===== config.mk =====
export PLATFORM = sky130hd
export DESIGN_NAME = cnn_layer_accel_input_streamer
export DESIGN_NICKNAME = d
export VERILOG_FILES = /design/src/rtl/cnn_layer_accel_pkg.sv /design/src/rtl/cnn_layer_accel_seq_gen.sv /design/src/rtl/cnn_layer_accel_input_streamer.sv
export SDC_FILE = /design/constraint.sdc
export NUM_CORES = 1
export LEC_CHECK = 0
export ABC_AREA = 1
export CORE_ASPECT_RATIO = 0.8
export CORE_MARGIN = 8
export CORE_UTILIZATION = 52
export CTS_BUF_LIST = sky130_fd_sc_hd__clkbuf_16
export DETAILED_ROUTE_END_ITERATION = 10
export HOLD_SLACK_MARGIN = 0.05
export PLACE_DENSITY = 0.73
export SYNTH_ARGS = -nofsm -noshare
export SYNTH_HDL_FRONTEND = slang
export SYNTH_SLANG_ARGS = --single-unit

===== constraint.sdc =====
create_clock -name clk -period 6.1 [get_ports clk]
set_input_delay 1.22 -clock clk [delete_from_list [all_inputs] [get_ports clk]]
set_output_delay 1.22 -clock clk [all_outputs]
set_load 0.03 [all_outputs]

===== src/rtl/cnn_layer_accel_pkg.sv =====
// Shared types and constants for the CNN layer accelerator input streamer.
package cnn_layer_accel_pkg;

  typedef enum logic [2:0] {
    ST_IDLE,
    ST_NEWMAP,
    ST_GAP0,
    ST_SEQ,
    ST_GAP1,
    ST_PIX
  } streamer_state_e;

  localparam int SEQ_RM_BIT    = 12;
  localparam int SEQ_RST_BIT   = 11;
  localparam int SEQ_P_BIT     = 10;
  localparam int SEQ_W         = 10;
  localparam int WORDS_PER_GRP = 5;

endpackage


===== src/rtl/cnn_layer_accel_seq_gen.sv =====
// Combinational sequence-word generator: (group, word-in-group) -> tagged sequence word.
module cnn_layer_accel_seq_gen
  import cnn_layer_accel_pkg::*;
#(
  parameter int C_SEQ_DATA_WIDTH = 13,
  parameter int C_DIM_WIDTH      = 10
) (
  input  logic [C_DIM_WIDTH-1:0]      grp_i,
  input  logic [2:0]                  wrd_i,
  output logic [C_SEQ_DATA_WIDTH-1:0] word_o
);

  logic [SEQ_W-1:0] g10;

  always_comb begin
    word_o = '0;
    g10    = SEQ_W'(grp_i);
    case (wrd_i)
      3'd0: begin
        word_o[SEQ_RST_BIT]   = 1'b1;
        word_o[SEQ_P_BIT]     = ~g10[0];
        word_o[SEQ_W-1:0]     = g10;
      end
      3'd1: begin
        word_o[SEQ_P_BIT]     = g10[0];
        word_o[SEQ_W-1:0]     = SEQ_W'(2) + (g10 & ~SEQ_W'(1));
      end
      3'd2: word_o[SEQ_W-1:0] = SEQ_W'(512) + g10;
      3'd3: word_o[SEQ_W-1:0] = SEQ_W'(513) + g10;
      3'd4: begin
        word_o[SEQ_RM_BIT]    = 1'b1;
        word_o[SEQ_W-1:0]     = SEQ_W'(514) + g10;
      end
      default: word_o = '0;
    endcase
  end

endmodule


===== src/rtl/cnn_layer_accel_input_streamer.sv =====
// Streams new_map, the generated sequence table and then the map's pixels into the octo.
// Optional stall counter output enabled by defining CNN_ACCEL_STREAMER_STALL_CNT_EN.
module cnn_layer_accel_input_streamer
  import cnn_layer_accel_pkg::*;
#(
  parameter int C_PIXEL_WIDTH    = 16,
  parameter int C_SEQ_DATA_WIDTH = 13,
  parameter int C_DIM_WIDTH      = 10,
  parameter int C_KERNEL_SIZE    = 3
) (
  input  logic                     clk,
  input  logic                     rst,
  input  logic                     start,
  input  logic [C_DIM_WIDTH-1:0]   num_input_rows_cfg,
  input  logic [C_DIM_WIDTH-1:0]   num_input_cols_cfg,
  input  logic [C_PIXEL_WIDTH-1:0] pix_in,
  input  logic                     pix_in_valid,
  output logic                     pix_in_rdy,
  output logic                     new_map,
  output logic [C_PIXEL_WIDTH-1:0] datain,
  output logic                     datain_valid,
  output logic                     seq_datain_tag,
  input  logic                     seq_datain_rdy,
  output logic                     pixel_datain_tag,
  input  logic                     pixel_datain_rdy,
  output logic                     busy,
  output logic                     done,
`ifdef CNN_ACCEL_STREAMER_STALL_CNT_EN
  output logic [31:0]              stall_count,
`endif
  output logic                     cfg_err
);

  localparam int IDX_W = $clog2(WORDS_PER_GRP * (2 ** C_DIM_WIDTH));
  localparam int PIX_W = 2 * C_DIM_WIDTH;

  streamer_state_e             state_q;
  logic [C_DIM_WIDTH-1:0]      grp_q, grp_d;
  logic [2:0]                  wrd_q, wrd_d;
  logic [IDX_W-1:0]            idx_q, seq_last_q;
  logic [PIX_W-1:0]            acc_q, sent_q, pix_last_q;
  logic                        acc_all_q;
  logic [C_PIXEL_WIDTH-1:0]    datain_q;
  logic                        valid_q, seq_tag_q, pix_tag_q;
  logic                        new_map_q, done_q, cfg_err_q;
  logic [C_SEQ_DATA_WIDTH-1:0] seq_word;
  logic                        cols_ok, start_ok, seq_xfer, pix_xfer, pix_acc;

  assign cols_ok  = (int'(num_input_cols_cfg) + 1) >= C_KERNEL_SIZE;
  assign start_ok = (state_q == ST_IDLE) && start && cols_ok;
  assign seq_xfer = valid_q && seq_tag_q && seq_datain_rdy;
  assign pix_xfer = valid_q && pix_tag_q && pixel_datain_rdy;

  assign pix_in_rdy = (state_q == ST_PIX) && !acc_all_q && (!valid_q || pixel_datain_rdy);
  assign pix_acc    = pix_in_rdy && pix_in_valid;

  // The word loaded into the output register is the one after the current index
  always_comb begin
    grp_d = grp_q;
    wrd_d = wrd_q + 3'd1;
    if (state_q == ST_GAP0) begin
      grp_d = '0;
      wrd_d = '0;
    end else if (wrd_q == 3'(WORDS_PER_GRP - 1)) begin
      grp_d = grp_q + C_DIM_WIDTH'(1);
      wrd_d = '0;
    end
  end

  cnn_layer_accel_seq_gen #(
    .C_SEQ_DATA_WIDTH (C_SEQ_DATA_WIDTH),
    .C_DIM_WIDTH      (C_DIM_WIDTH)
  ) u_seq_gen (
    .grp_i  (grp_d),
    .wrd_i  (wrd_d),
    .word_o (seq_word)
  );

  always_ff @(posedge clk) begin
    if (!rst) begin
      state_q    <= ST_IDLE;
      grp_q      <= '0;
      wrd_q      <= '0;
      idx_q      <= '0;
      seq_last_q <= '0;
      acc_q      <= '0;
      sent_q     <= '0;
      pix_last_q <= '0;
      acc_all_q  <= 1'b0;
      datain_q   <= '0;
      valid_q    <= 1'b0;
      seq_tag_q  <= 1'b0;
      pix_tag_q  <= 1'b0;
      new_map_q  <= 1'b0;
      done_q     <= 1'b0;
      cfg_err_q  <= 1'b0;
    end else begin
      new_map_q <= 1'b0;
      done_q    <= 1'b0;
      cfg_err_q <= 1'b0;
      case (state_q)
        ST_IDLE: begin
          if (start && cols_ok) begin
            seq_last_q <= IDX_W'(WORDS_PER_GRP * (int'(num_input_cols_cfg) + 2 - C_KERNEL_SIZE) - 1);
            pix_last_q <= PIX_W'(num_input_rows_cfg) * PIX_W'(num_input_cols_cfg)
                        + PIX_W'(num_input_rows_cfg) + PIX_W'(num_input_cols_cfg);
            new_map_q  <= 1'b1;
            state_q    <= ST_NEWMAP;
          end else if (start) begin
            cfg_err_q  <= 1'b1;
          end
        end
        ST_NEWMAP: state_q <= ST_GAP0;
        ST_GAP0: begin
          grp_q     <= grp_d;
          wrd_q     <= wrd_d;
          idx_q     <= '0;
          datain_q  <= C_PIXEL_WIDTH'(seq_word);
          valid_q   <= 1'b1;
          seq_tag_q <= 1'b1;
          state_q   <= ST_SEQ;
        end
        ST_SEQ: begin
          if (seq_xfer) begin
            if (idx_q == seq_last_q) begin
              valid_q   <= 1'b0;
              seq_tag_q <= 1'b0;
              state_q   <= ST_GAP1;
            end else begin
              grp_q    <= grp_d;
              wrd_q    <= wrd_d;
              idx_q    <= idx_q + IDX_W'(1);
              datain_q <= C_PIXEL_WIDTH'(seq_word);
            end
          end
        end
        ST_GAP1: begin
          acc_q     <= '0;
          sent_q    <= '0;
          acc_all_q <= 1'b0;
          state_q   <= ST_PIX;
        end
        ST_PIX: begin
          if (pix_xfer) begin
            sent_q <= sent_q + PIX_W'(1);
            if (sent_q == pix_last_q) begin
              done_q  <= 1'b1;
              state_q <= ST_IDLE;
            end
          end
          // A fresh accept refills the output register in the same cycle it drains
          if (pix_acc) begin
            datain_q  <= pix_in;
            valid_q   <= 1'b1;
            pix_tag_q <= 1'b1;
            acc_q     <= acc_q + PIX_W'(1);
            if (acc_q == pix_last_q) acc_all_q <= 1'b1;
          end else if (pix_xfer) begin
            valid_q   <= 1'b0;
            pix_tag_q <= 1'b0;
          end
        end
        default: state_q <= ST_IDLE;
      endcase
    end
  end

`ifdef CNN_ACCEL_STREAMER_STALL_CNT_EN
  logic [31:0] stall_q;
  always_ff @(posedge clk) begin
    if (!rst || start_ok) begin
      stall_q <= '0;
    end else if (valid_q && ((seq_tag_q && !seq_datain_rdy) || (pix_tag_q && !pixel_datain_rdy))
                 && (stall_q != 32'hFFFF_FFFF)) begin
      stall_q <= stall_q + 32'd1;
    end
  end
  assign stall_count = stall_q;
`endif

  assign datain           = datain_q;
  assign datain_valid     = valid_q;
  assign seq_datain_tag   = seq_tag_q;
  assign pixel_datain_tag = pix_tag_q;
  assign new_map          = new_map_q;
  assign done             = done_q;
  assign cfg_err          = cfg_err_q;
  assign busy             = (state_q != ST_IDLE);

endmodule

==> impl_metrics.ini <==
[floorplanning]
ios = 66
die_area_mm2 = 0.0290
num_rows = 50
core_mm2 = 0.0233
start_util = 0.529
die_w_um = 188
die_h_um = 154

[timing]
max_freq_mhz = 173
max-slew-margin-rel = 0.172
period_share = 0.945
worst_slack_ns = 0.333
setup_viol = 0
finClkSkew_ns = 0.00972
rsz0062_at_grt = false
min_period_ns = 5.77
maxSlewViolCount = 0
tightest_slew_ns = 1.24
hold_viol = 0

[power]
ir_drop_v = 0.000290
power.share.clock = 0.205
intPower_mw = 3.06
p_sw_frac = 0.446
power_leakage_nw = 6.83
p_switching_mw = 2.46
p_total_mw = 5.52
seq_power_share = 0.197
combPwrFrac = 0.598
power.density_mw_per_mm2 = 387

[placed_design]
port_buffers = 65
post_dp_cell_area_mm2 = 0.0136
dpl.hpwl_um = 24600
dpl_worst_slack_ns = -0.213
gp_congestion = 0.938

[global_routing]
overflow = 0
grt.total_usage = 0.221
grt_pass1_vias = 11400
grt_pass1_wl_um = 54400
grt_max_degree = 57
antenna_found_initial = 1

[layout]
nets = 2092
drive_gt1_frac = 0.0849
area_growth_pct = 15.4
fillerInstances = 2154
fin_util = 0.610
final_area_mm2 = 0.0142
n_antenna_cell = 0

[logic_synthesis]
synth_cells = 1791
synthFlopType = dfxtp_1
yosys_warnings = 0
syn_area_per_cell_um2 = 6.89
seq_area_frac_synth = 0.203
synth_edf_count = 0
synth_nets = 2010
synth_top_cell_by_area = dfxtp_1
synth-async-reset-ratio = 0
ys_seq_elements = 125
synth.area.top_cells = dfxtp_1 20%, fa_1 13%, nand2_1 11%
yosysTopAreaCellShare = 0.203
synthDistinctLibCells = 50
syn_area_mm2 = 0.0123

[drt]
viasPerCell = 5.32
drt-total-wl_um = 31500
vias = 11700
drt_first_pass_iters = 6
detail-route-antenna-nets = 0
wire_per_inst_um = 14.3
drc = 0
drt_iter0_markers = 961

[cts]
post_cts_buffers = 0
clockBufferDepth = 2
clock_latency_ns = 0.42
cts_tree = built
htree_levels = 4
cts_buffers = 17
clk_pin_slew_ns = 0.06
cts-root-buf = clkbuf_16
cts.sinks = 125

[worst_setup_path]
cp.arrival_ns = 6.14
cp_max_fo = 5
worstSetupPathType = input port to flip-flop
cp.required_ns = 6.47
start_kind = input port
endpoint_kind = flip-flop

[flow_run]
cap_violations = 0

[outcome]
status = finished clean

[min_path]
worstHoldPathType = flip-flop to flip-flop
[per-layer routing]
metal / track usage / vias to the layer above / routed length, µm
li1: - / 5820 / -
met1: 0.305 / 5498 / 15100
met2: 0.355 / 334 / 14100
met3: 0.0377 / 45 / 1870
met4: 0.0528 / 2 / 436
met5: 0 / - / 13
[flip-flops by register name (all words and copies together), names as in the netlist]
signal and flops:
wrd_q 3, seq_datain_tag 1, datain 16, idx_q 13, grp_q 10, datain_valid 1, sent_q 20, seq_last_q 13
state_q 3, new_map 1, done 1, acc_all_q 1, acc_q 20, pixel_datain_tag 1, cfg_err 1, pix_last_q 20
[power groups by stage]
stage	Clock, mW	Sequential (mW)	Combinational [mW]
4_1_cts	1.14	1.08	3.25
3_5_place_dp	0	1.10	3.22
5_1_grt	1.18	1.10	3.79
3_3_place_gp	0	1.10	3.19
2_1_floorplan	0	1.14	2.17
6_report	1.13	1.09	3.30
[final cells by class]
type / instances / area (µm²) / share of cell area
multi-input cells: 1248 / 8260 / 0.580
repair buffers: 125 / 1110 / 0.0780
flip-flops and latches: 125 / 2500 / 0.176
clock buffers: 17 / 425 / 0.0299
inverters: 356 / 1340 / 0.0938
clock inverters: 14 / 218 / 0.0153
well taps: 312 / 390 / 0.0274
[final timing paths]
| kind | startpoint | to | slack (ns) | cells after the start |
|---|---|---|---|---|
| setup reg to reg | state_q[2] | datain[0] | 3.10 | 9 |
| hold reg to reg | datain[12] | datain[12] | 0.45 | 2 |
| hold / removal | datain[12] | datain[12] | 0.45 | 2 |
| setup / recovery | num_input_cols_cfg[3] | pix_last_q[19] | 0.33 | 23 |
[cell usage after synthesis, types with 29 or more instances]
cell,number
fa_1,82
xnor2_1,29
nor2_1,102
a21oi_1,150
xor2_1,53
inv_1,340
clkbuf_1,44
nand3_1,74
ha_1,95
o21ai_0,84
nand4_1,30
nor3_1,41
nand2_1,378
dfxtp_1,125
[cells by family after synthesis]
logic type / after synthesis / share of synthesized area
buffers and inverters: 418 / 0.129
AO/OA/AOI/OAI: 283 / 0.123
flip-flops: 125 / 0.203
adder cells (fa/ha/maj): 177 / 0.229
XOR/XNOR: 82 / 0.0582
AND/OR/NAND/NOR: 706 / 0.257
[per-stage QoR]
step           hold WS (ns)  instances  TNS, ns
5_1_grt               0.473       2197        0
4_1_cts               0.447       2197        0
6_report              0.448       2197        0
2_1_floorplan         0.445       1791        0
3_3_place_gp          0.433       2166   -0.621
3_5_place_dp          0.438       2166    -1.18
[critical path, cell delays in order]
cell and delay, ns:
clkdlybuf4s50_1 0.52, buf_4 0.17, nand2_1 0.08, fa_1 0.53
inv_1 0.05, fa_1 0.52, fa_1 0.47, fa_1 0.55
inv_1 0.05, fa_1 0.52, inv_1 0.04, ha_1 0.31
buf_4 0.16, nand2_1 0.06, inv_1 0.05, nand2_1 0.06
nand2_1 0.09, nand3_1 0.09, nand2_1 0.07, or2_2 0.27
nand3_1 0.07, o211ai_1 0.11, inv_1 0.08
[what timing repair did]
item,4_1_cts,5_1_grt
hold buffers,0,0
endpoints found under the setup margin,0,8
gates resized for setup,0,15
[layout by cell type, fill, tap and decap left out, types with 5 or more instances in the layout]
cell	count
dlymetal6s2s_1	6
o21bai_1	12
buf_4	60
nand4_1	30
nor4_1	17
inv_2	12
clkbuf_16	17
nor2_2	15
dfxtp_1	125
nor3_1	41
clkdlybuf4s50_1	58
xor2_1	53
a211oi_1	5
inv_1	340
or2_2	12
a21oi_1	148
o21ai_0	80
nand2_1	378
nor2_1	102
fa_1	82
o211ai_1	7
nand3_1	74
ha_1	95
nand2_2	11
clkinv_1	5
bufinv_16	5
o21ai_1	12
xnor2_1	29
Power figures use the tool's default switching activity.
